==> src/rtl/toy_bpu_rob_ctrl.sv <==
// Front-end fetch ROB controller: in-order slot allocation, ID steering of
// icache acks and bp2 results, flush fan-out and in-order head drain.
module toy_bpu_rob_ctrl #(
  parameter int ROB_DEPTH        = 8,
  parameter int ID_W             = $clog2(ROB_DEPTH),
  parameter int FETCH_DATA_WIDTH = 32
) (
  input  logic                            clk,
  input  logic                            rst_n,
  input  logic                            alloc_req,
  output logic                            alloc_gnt,
  output logic [ID_W-1:0]                 alloc_id,
  input  logic                            icache_ack_vld,
  input  logic [ID_W-1:0]                 icache_ack_id,
  input  logic                            bp2_vld,
  input  logic                            bp2_flush,
  input  logic [ID_W-1:0]                 bp2_id,
  input  logic                            fe_ctrl_flush,
  output logic [ROB_DEPTH-1:0]            ent_prealloc,
  output logic [ROB_DEPTH-1:0]            ent_ack_vld,
  output logic [ROB_DEPTH-1:0]            ent_bp2_vld,
  output logic [ROB_DEPTH-1:0]            ent_bp2_flush,
  output logic                            ent_fe_flush,
  input  logic [ROB_DEPTH-1:0]            ent_wait_0,
  input  logic [ROB_DEPTH-1:0]            ent_valid,
  input  logic [ROB_DEPTH-1:0]            ent_invalid,
  input  logic [ROB_DEPTH*FETCH_DATA_WIDTH-1:0] ent_pld,
  output logic [ROB_DEPTH-1:0]            ent_rden,
  output logic [ROB_DEPTH-1:0]            ent_bypass,
  output logic                            out_vld,
  input  logic                            out_rdy,
  output logic [ID_W-1:0]                 out_id,
  output logic [FETCH_DATA_WIDTH-1:0]     out_pld
);

  localparam int PW = ID_W + 1;

  logic [PW-1:0]        r_head;
  logic [PW-1:0]        r_tail;
  logic [PW-1:0]        w_cnt;
  logic [ID_W-1:0]      w_hid;
  logic [ID_W-1:0]      w_tid;
  logic                 w_nempty;
  logic                 w_full;
  logic [ID_W-1:0]      w_ack_off;
  logic [ID_W-1:0]      w_bp2_off;
  logic                 w_ack_live;
  logic                 w_bp2_live;
  logic                 w_bp2_ok;
  logic [ROB_DEPTH-1:0] w_young;
  logic                 w_byp;
  logic                 w_rd_vld;
  logic                 w_rd;

  assign w_cnt    = r_tail - r_head;
  assign w_hid    = r_head[ID_W-1:0];
  assign w_tid    = r_tail[ID_W-1:0];
  assign w_nempty = (w_cnt != '0);
  assign w_full   = w_cnt[ID_W];

  // Liveness by distance from head: live iff offset < count.
  assign w_ack_off  = icache_ack_id - w_hid;
  assign w_bp2_off  = bp2_id - w_hid;
  assign w_ack_live = ({1'b0, w_ack_off} < w_cnt);
  assign w_bp2_live = ({1'b0, w_bp2_off} < w_cnt);

  always_comb begin
    w_young = '0;
    for (int i = 0; i < ROB_DEPTH; i++) begin
      logic [ID_W-1:0] v_off;
      v_off = ID_W'(i) - w_hid;
      w_young[i] = ({1'b0, v_off} < w_cnt) && (v_off > w_bp2_off);
    end
  end

  assign alloc_gnt    = alloc_req & ~w_full & ~fe_ctrl_flush;
  assign alloc_id     = w_tid;
  assign ent_prealloc = ROB_DEPTH'(alloc_gnt) << w_tid;
  assign ent_fe_flush = fe_ctrl_flush;

  assign ent_ack_vld =
    ROB_DEPTH'(icache_ack_vld & w_ack_live & ~fe_ctrl_flush)
    << icache_ack_id;

  assign w_bp2_ok      = bp2_vld & w_bp2_live & ~fe_ctrl_flush;
  assign ent_bp2_vld   = ROB_DEPTH'(w_bp2_ok) << bp2_id;
  assign ent_bp2_flush = (w_bp2_ok & bp2_flush) ? w_young : '0;

  // Killed slots win over valid, but must wait for their icache ack.
  assign w_byp = w_nempty & ~fe_ctrl_flush
               & ent_invalid[w_hid] & ~ent_wait_0[w_hid];
  assign w_rd_vld = w_nempty & ~fe_ctrl_flush
                  & ~ent_invalid[w_hid] & ent_valid[w_hid];
  assign w_rd = w_rd_vld & out_rdy;

  assign out_vld    = w_rd_vld;
  assign ent_rden   = ROB_DEPTH'(w_rd) << w_hid;
  assign ent_bypass = ROB_DEPTH'(w_byp) << w_hid;
  assign out_id     = w_nempty ? w_hid : '0;
  assign out_pld    = w_nempty
    ? ent_pld[int'(w_hid)*FETCH_DATA_WIDTH +: FETCH_DATA_WIDTH]
    : '0;

  always_ff @(posedge clk or negedge rst_n) begin
    if (!rst_n) begin
      r_head <= '0;
      r_tail <= '0;
    end else if (fe_ctrl_flush) begin
      r_head <= '0;
      r_tail <= '0;
    end else begin
      r_tail <= r_tail + PW'(alloc_gnt);
      r_head <= r_head + PW'(w_rd | w_byp);
    end
  end

  a_ack_in_window: assert property (
    @(posedge clk) disable iff (!rst_n)
    icache_ack_vld |-> w_ack_live
  ) else $warning("rob_ctrl: dropped out-of-window ack id %0d",
                  icache_ack_id);

  a_bp2_in_window: assert property (
    @(posedge clk) disable iff (!rst_n)
    bp2_vld |-> w_bp2_live
  ) else $warning("rob_ctrl: dropped out-of-window bp2 id %0d", bp2_id);

endmodule

==> config.mk <==
export PLATFORM = sky130hd
export DESIGN_NAME = toy_bpu_rob_ctrl
export DESIGN_NICKNAME = d
export VERILOG_FILES = /design/src/rtl/toy_bpu_rob_ctrl.sv
export SDC_FILE = /design/constraint.sdc
export NUM_CORES = 1
export LEC_CHECK = 0
export CORE_AREA = 2 2 147 149
export DETAILED_ROUTE_END_ITERATION = 10
export DIE_AREA = 0 0 149 151
export PLACE_DENSITY = 0.6
export SLEW_MARGIN = 15
export SYNTH_ARGS = -nofsm -noshare
export SYNTH_HDL_FRONTEND = slang
export SYNTH_SLANG_ARGS = --single-unit
==> constraint.sdc <==
create_clock -name clk -period 8.7 [get_ports clk]
set_input_delay 1.305 -clock clk [delete_from_list [all_inputs] [get_ports clk]]
set_output_delay 1.305 -clock clk [all_outputs]
set_load 0.05 [all_outputs]
### Word level (Yosys, flattened, before mapping)

Cells that the tools add are included.

* add/subtract/negate cells: 13
* order comparisons: 19
* shift-type cells: 6
* muxes and demuxes: 11
* bitwise gates (word level): 19
* reduce and logical (&&, ||, !) cells: 9

Operators with widths (count)
* $shiftx 256x9->32: 1
* $lt 3x4->1: 10
* $mux 32: 1
* $shl 1x3->8: 4
* $gt 3x3->1: 8
* $and 1x1->1: 12
* $sub 3x3->3 const A: 4
* $bmux 1 s3: 3
* $add 4x1->4: 2
* $and 1x8->8: 1
* $logic_and 1x1->1: 8
* $mux 4: 2
* $mux 8: 1
* $not 1->8: 1
* $shl 8x3->8: 1
* $sub 1x3->3 const A: 2
* $sub 2x3->3 const A: 2
* $sub 3x3->3: 2
* $lt 3x4->1 const B: 1
* $not 1->1: 4
* $reduce_bool 4->1: 1
* $sub 4x4->4: 1
* $mux 1: 3
* $mux 3: 1
* $or 1x1->1: 1

* bits in registers: 8
* bits of input ports: 294
* output and inout port bits: 89
* word-level logic and storage cells: 79

### Logic depth before layout (Yosys ltp)

Gate-level depths: netlist of run 1.

* word-level depth: 9
* mapped depth: 14
* depth with buffers taken out: 13

### Worst setup path after synthesis of run 1

Ideal clock, no wire load.

* path type: input to output
* start: input bp2_id[0]
* end: output ent_bp2_vld[2]
* arrival: 4481 ps
* data required time: 7395 ps
* path slack: 2914 ps
* stages on the path: 9
* path buffers: 0
* path through: inv_1 ha_1 inv_1 fa_1 ha_1 a21o_1 a21oi_1 o311ai_4 nor4b_1

* cells in the longest elaborated chain, start to end: 5

Ends and longest elaborated chain
* from (decl): RTL line 17 `input logic [ID_W-1:0] bp2_id,`
* $sub 3x3->3: RTL line 63 `assign w_bp2_off = bp2_id - w_hid;`
* $lt 3x4->1: RTL line 65 `assign w_bp2_live = ({1'b0, w_bp2_off} < w_cnt);`
* $and 1x1->1 (2 in series): RTL line 85 `assign w_bp2_ok = bp2_vld & w_bp2_live & ~fe_ctrl_flush;`
* $shl 1x3->8 (*): RTL line 86 `assign ent_bp2_vld = ROB_DEPTH'(w_bp2_ok) << bp2_id;`
* to (decl): RTL line 21 `output logic [ROB_DEPTH-1:0] ent_bp2_vld,`

Every way passes the cells marked *; elsewhere a longest branch is shown, timed or not.

### Worst setup path after layout of run 1

* start: input bp2_id[0]
* end: output ent_bp2_vld[4]

Same word-level chain as after synthesis.

==> results.json, run 1 <==
{
  "cts.reportedPaths.clkPinSlew_ns": 0.04,
  "start_kind": "primary input",
  "crit_arrival_ns": 4.92,
  "drt_wl_total_um": 21500,
  "fin_skew_ns": 0.00109,
  "grt_max_degree": 54,
  "die_w_um": 149,
  "post-place-ws_ns": 2.49,
  "vias": 5136,
  "clk_path_buf_depth": 2,
  "p_leak_nw": 2.98,
  "yosysMostFrequentCell": "nand2_1",
  "setup_viol": 0,
  "fmax_mhz": 161,
  "cpMaxStageDelayCell": "clkdlybuf4s50_1",
  "status": "completed",
  "gr-usage-all-layers": 0.182,
  "hold_path_class": "flip-flop to flip-flop",
  "syn_inst": 466,
  "cp_slowest_stage_delay_ns": 0.85,
  "power_frac_clock": 0.112,
  "chipHeight_um": 151,
  "cts.sinks": 8,
  "viasPerCell": 4.69,
  "min_period_over_period": 0.715,
  "grt_pass1_wl_um": 31400,
  "synthToLayoutAreaGrowth_pct": 97.0,
  "worstPathRequired_ns": 7.39,
  "syn_avg_cell_area_um2": 9.05,
  "async_reset_ff_frac": 1.00,
  "grt_pass1_vias": 5391,
  "syn_nets": 813,
  "ctsResizeCount": 0,
  "seqPwrFrac": 0.065,
  "drt-initial-drc-count": 156,
  "grt_antenna_before_repair": 2,
  "period_needed_ns": 6.22,
  "grt_setup_unrepaired": "no",
  "hpwl_um": 18000,
  "postLayoutSetupSlackWorst_ns": 2.48,
  "synth_top_area_share": 0.352,
  "critPathKind": "primary input to output pin",
  "setup_tns_ns": 0,
  "synth_edf_count": 0,
  "synth_top_cell_by_area": "mux4_2",
  "cp_top_family": "buffers and inverters",
  "crit_chain": "clkdlybuf4s50_1 > inv_1 > ha_1 > inv_1 > fa_1 > ha_1 > a21o_1 > a21oi_1 > o311ai_4 > nor4b_1 > clkdlybuf4s50_1",
  "ir_worst_vdd_mv": 0.0529,
  "ys_top_cells_by_count": "75 x nand2_1, 66 x mux4_2, 50 x ha_1, 37 x a21oi_1, 29 x nor2_1",
  "worstPathMaxFanout": 16,
  "cp-end-kind": "output pin",
  "rows": 53,
  "maxSlewViolCount": 0,
  "cts_buffers": 3,
  "comb_power_share": 0.823,
  "netlist_area_mm2": 0.00422,
  "powerDensity_mw_per_mm2": 87.4,
  "post_cts_buffers": 0,
  "finalHoldViolCount": 0,
  "ys_ff_latch": 8,
  "fin_util": 0.399,
  "synth_ff_type": "dfrtp_1",
  "clock_latency_ns": 0.24,
  "tightest_slew_ns": 0.899,
  "internal-power_mw": 0.382,
  "dr.pass1.iters": 4,
  "postCtsHoldBufs": 0,
  "drcViolationCount": 0,
  "yosys.cell_types.count": 43,
  "drive_above_1_share": 0.108,
  "crit_buf_inv": 4,
  "p_sw_frac": 0.474,
  "ys_seq_area_frac": 0.0474,
  "coreArea_mm2": 0.0208,
  "synthTopCellsByArea": "mux4_2 35%, ha_1 15%, nand2_1 6.7%",
  "ys_warn_count": 0,
  "finalWeightedCongestion": 0.931,
  "ios": 383,
  "nNetsFinal": 1165,
  "io_buffer_count": 382,
  "die_area_mm2": 0.0225,
  "root_buffer": "clkbuf_16",
  "switching_power_mw": 0.345,
  "start_util": 0.203,
  "routedWlPerCell_um": 19.6,
  "htree_levels": 1,
  "maxSlewHeadroom": 0.401,
  "cap_violations": 0,
  "cts_tree": "built",
  "grt-ovfl-total": 0,
  "fin_hold_ws_ns": 0.563,
  "drtAntennaViolNets": 0
}
==> worst min-delay path, cell delays in order, from the launching register on <==
cell     delay (ns)
dfrtp_1        0.37
xor2_1         0.08
nor2_1         0.08
==> per-stage QoR <==
| stage | instance area [um^2] | total power [mW] | cells |
|---|---|---|---|
| after floorplan | 4220 | 0.385 | 466 |
| after global placement | 8230 | 0.648 | 1088 |
| after detailed placement | 8230 | 0.650 | 1088 |
| after CTS | 8310 | 0.734 | 1092 |
| after global routing | 8310 | 0.768 | 1092 |
| final | 8310 | 0.726 | 1094 |
==> worst paths after layout <==
kind	startpoint	end	slack [ns]	depth (start not counted)
setup / recovery	bp2_id[0]	ent_bp2_vld[4]	2.48	11
hold / removal	r_tail[3]$_DFF_PN0_	r_tail[3]$_DFF_PN0_	0.56	2
setup reg to reg	r_head[1]$_DFF_PN0_	r_head[1]$_DFF_PN0_	4.69	10
hold reg to reg	r_tail[3]$_DFF_PN0_	r_tail[3]$_DFF_PN0_	0.56	2
max in group asynchronous	rst_n	r_head[0]$_DFF_PN0_	7.03	1
min in group asynchronous	rst_n	r_tail[2]$_DFF_PN0_	1.36	1
==> layout by cell type, fill, tap and decap left out, types with 5 or more instances in the layout <==
cell type	Yosys	layout
inv_1	25	25
nor2b_1	12	12
nor3_1	8	8
a21o_1	19	19
clkdlybuf4s50_1	0	382
xnor2_1	7	7
mux4_2	66	66
nor2_1	29	29
buf_4	10	5
dfrtp_1	8	5
nand3_1	18	18
ha_1	50	50
a211oi_1	9	9
nand2_1	75	75
a21oi_1	37	37
nor4_1	8	8
nand2b_1	10	10
and3_1	7	7
xor2_1	6	6
==> registers in the layout (all words and copies together) (netlist names) <==
register  flops
r_head        4
r_tail        4
==> final cells by class <==
class	count	area (um^2)
diodes	2	5.00
clock buffers	4	78.8
fillers	2117	12500
inverters	26	97.6
multi-input cells	392	3720
flip-flops and latches	8	209
well taps	275	344
repair buffers	387	3860
==> kinds of logic (layout without fill, tap and decap cells) <==
kind of cell | count (synthesis) | count (layout) | share of synthesized area
compound gates | 81 | 81 | 0.132
xor+xnor | 13 | 13 | 0.0270
fa+ha+maj | 53 | 53 | 0.163
buf+inv | 66 | 417 | 0.0715
flops | 8 | 8 | 0.0474
mux | 66 | 66 | 0.352
other cells | 0 | 2 | 0
simple gates | 179 | 179 | 0.208
==> metal layers <==
layer,part of all wire,global-route usage
met5,0.00061,0
met1,0.38,0.208
met3,0.062,0.0380
met2,0.54,0.348
met4,0.018,0.0371
==> power groups by stage <==
stage | logic [mW] | clock network, mW | registers [mW]
after global routing | 0.636 | 0.0840 | 0.0482
after global placement | 0.600 | 0 | 0.0483
after floorplan | 0.345 | 0 | 0.0405
final | 0.598 | 0.0817 | 0.0470
after detailed placement | 0.602 | 0 | 0.0480
after CTS | 0.604 | 0.0826 | 0.0476
No activity file was read; power rests on OpenSTA's default activity.
==> run 2, diff against run 1 <==
Settings changed: CORE_AREA 2 2 147 149 to 2 2 148 150, DIE_AREA 0 0 149 151 to 0 0 150 152, PLACE_DENSITY 0.6 to 0.61.
Clock period 8.7 ns to 5.7 ns, I/O delays scaled along.
==> run 2 against run 1 <==
  * First-iteration DRC count grew 51%
  * Via count grew 2.0%
  * Critical endpoint is now ent_bp2_vld[6]
  * Final cell count grew 0.82%
  * Combinational power grew 57%
  * Power grew 54%
  * Clock power grew 48%
  * Sequential cell count is the same
==> results.json, run 2 (synthesis results as in run 1) <==
{
  "status": "completed",
  "final_cells": 1103,
  "rows": 54,
  "die_area_mm2": 0.0228,
  "dpl_cell_area_mm2": 0.00829,
  "min_to": "r_head[3]$_DFF_PN0_",
  "tightest_slew_ns": 0.965,
  "reg_top3": "r_head (4), r_tail (4)",
  "grt_pass1_wl_um": 32300,
  "ios": 383,
  "crit_arrival_ns": 4.51,
  "finalHoldViolCount": 0,
  "clk_path_buf_depth": 2,
  "final_common_cell": "clkdlybuf4s50_1",
  "fin_skew_ns": 0.00427,
  "multi_input_comb_area_mm2": 0.00372,
  "cts.sinks": 8,
  "rr_startpoint": "r_tail[0]$_DFF_PN0_",
  "hold_path_class": "flip-flop to flip-flop",
  "worstReg2RegEnd": "r_head[1]$_DFF_PN0_",
  "fmax_mhz": 186,
  "cp-end-kind": "output pin",
  "cpMaxStageDelayCell": "clkdlybuf4s50_1",
  "regArea_um2": 209,
  "p_total_mw": 1.12,
  "chipHeight_um": 152,
  "fillers": 2150,
  "vias": 5239,
  "die_w_um": 150,
  "antenna-diode-count": 0,
  "gr-usage-all-layers": 0.182,
  "reg2reg_slack_ns": 2.07,
  "final_cell_mix": "379 x clkdlybuf4s50_1, 75 x nand2_1, 66 x mux4_2",
  "postCtsHoldBufs": 0,
  "drive_above_1_share": 0.118,
  "coreArea_mm2": 0.0214,
  "period_needed_ns": 5.37,
  "cts_buffers": 3,
  "crit_chain": "clkdlybuf4s50_1 > inv_1 > ha_1 > inv_1 > fa_1 > ha_1 > a21o_1 > a21oi_1 > o311ai_4 > nor4bb_1 > clkdlybuf4s50_1",
  "grt_max_degree": 57,
  "setup_tns_ns": 0,
  "setup_viol": 0,
  "worstPathRequired_ns": 4.85,
  "place_inst": 1099,
  "cts.reportedPaths.clkPinSlew_ns": 0.04,
  "drt-initial-drc-count": 236,
  "start_util": 0.198,
  "hpwl_um": 17900,
  "root_buffer": "clkbuf_16",
  "ir_worst_vdd_mv": 0.0903,
  "drtAntennaViolNets": 0,
  "post_cts_buffers": 0,
  "powerDensity_mw_per_mm2": 134,
  "rr_worst_depth": 13,
  "drt_wl_total_um": 21200,
  "grt-ovfl-total": 0,
  "postLayoutSetupSlackWorst_ns": 0.331,
  "cp_slowest_stage_delay_ns": 0.85,
  "critPathKind": "primary input to output pin",
  "post-place-ws_ns": 0.309,
  "io_buffer_count": 382,
  "dr.pass1.iters": 4,
  "min_period_over_period": 0.942,
  "synthToLayoutAreaGrowth_pct": 98.3,
  "stdcell_area_mm2": 0.00836,
  "htree_levels": 1,
  "ctsResizeCount": 0,
  "maxSlewHeadroom": 0.357,
  "maxSlewViolCount": 0,
  "hold_path_depth": 2,
  "nNetsFinal": 1171,
  "cap_violations": 0,
  "start_kind": "primary input",
  "clock_latency_ns": 0.23,
  "routedWlPerCell_um": 19.2,
  "grt_antenna_before_repair": 1,
  "p_leak_nw": 3.02,
  "grt_pass1_vias": 5457,
  "grt_setup_unrepaired": "no",
  "hp-start": "r_head[3]$_DFF_PN0_",
  "finalWeightedCongestion": 0.870,
  "cts_tree": "built",
  "drcViolationCount": 0,
  "viasPerCell": 4.75,
  "worstPathMaxFanout": 16
}
-- run 2: cell count changes in the layout (fill, tap and decap cells not counted) --
cell and delta:
diode_2 -2, clkdlybuf4s50_1 -3, buf_4 +8, buf_12 +1
-- run 2: worst max-delay path: cells and delay by family --
family,cells,cell delay [ns]
buffers and inverters,4,1.71
adder cells (fa/ha/maj),3,0.94
AND/OR/NAND/NOR,1,0.35
AO/OA/AOI/OAI,3,0.64
-- run 2: report_power, final --
group | leakage (nW) | switching (mW) | internal, mW
Clock | 0.0382 | 0.0275 | 0.0932
Sequential | 0.105 | 0.00385 | 0.0592
Combinational | 2.87 | 0.492 | 0.443
Total | 3.02 | 0.524 | 0.596
-- run 2: metrics by stage --
stage / hold WS, ns / utilization
finish: 0.553 / 0.392
global route: 0.577 / 0.392
CTS: 0.560 / 0.392
detailed placement: 0.552 / 0.388
global placement: 0.542 / 0.388
floorplan: 0.525 / -
-- run 2: layout make-up --
type / instances / area share
clock buffer: 4 / 0.00942
inverter: 26 / 0.0117
multi-input combinational: 392 / 0.444
sequential: 8 / 0.0250
tap: 280 / 0.0419
timing repair buffer: 393 / 0.468
-- run 2: routing by layer --
metal,global-route usage,vias up,share of wire
li1,-,2463,-
met1,0.216,2527,0.38
met2,0.342,225,0.53
met3,0.0387,22,0.072
met4,0.0252,2,0.014
met5,0,-,0.00061
-- run 2: worst max-delay path by stage --
stage | end | start | depth (start not counted) | slack, ns
global placement | ent_bp2_vld[5] | bp2_id[0] | 11 | 0.44
floorplan | ent_bp2_vld[2] | r_head[2]$_DFF_PN0_ | 10 | 0.80
finish | ent_bp2_vld[6] | bp2_id[0] | 11 | 0.33
CTS | ent_bp2_vld[6] | bp2_id[0] | 11 | 0.31
detailed placement | ent_bp2_vld[6] | bp2_id[0] | 11 | 0.31
global route | ent_bp2_vld[5] | bp2_id[0] | 11 | 0.13
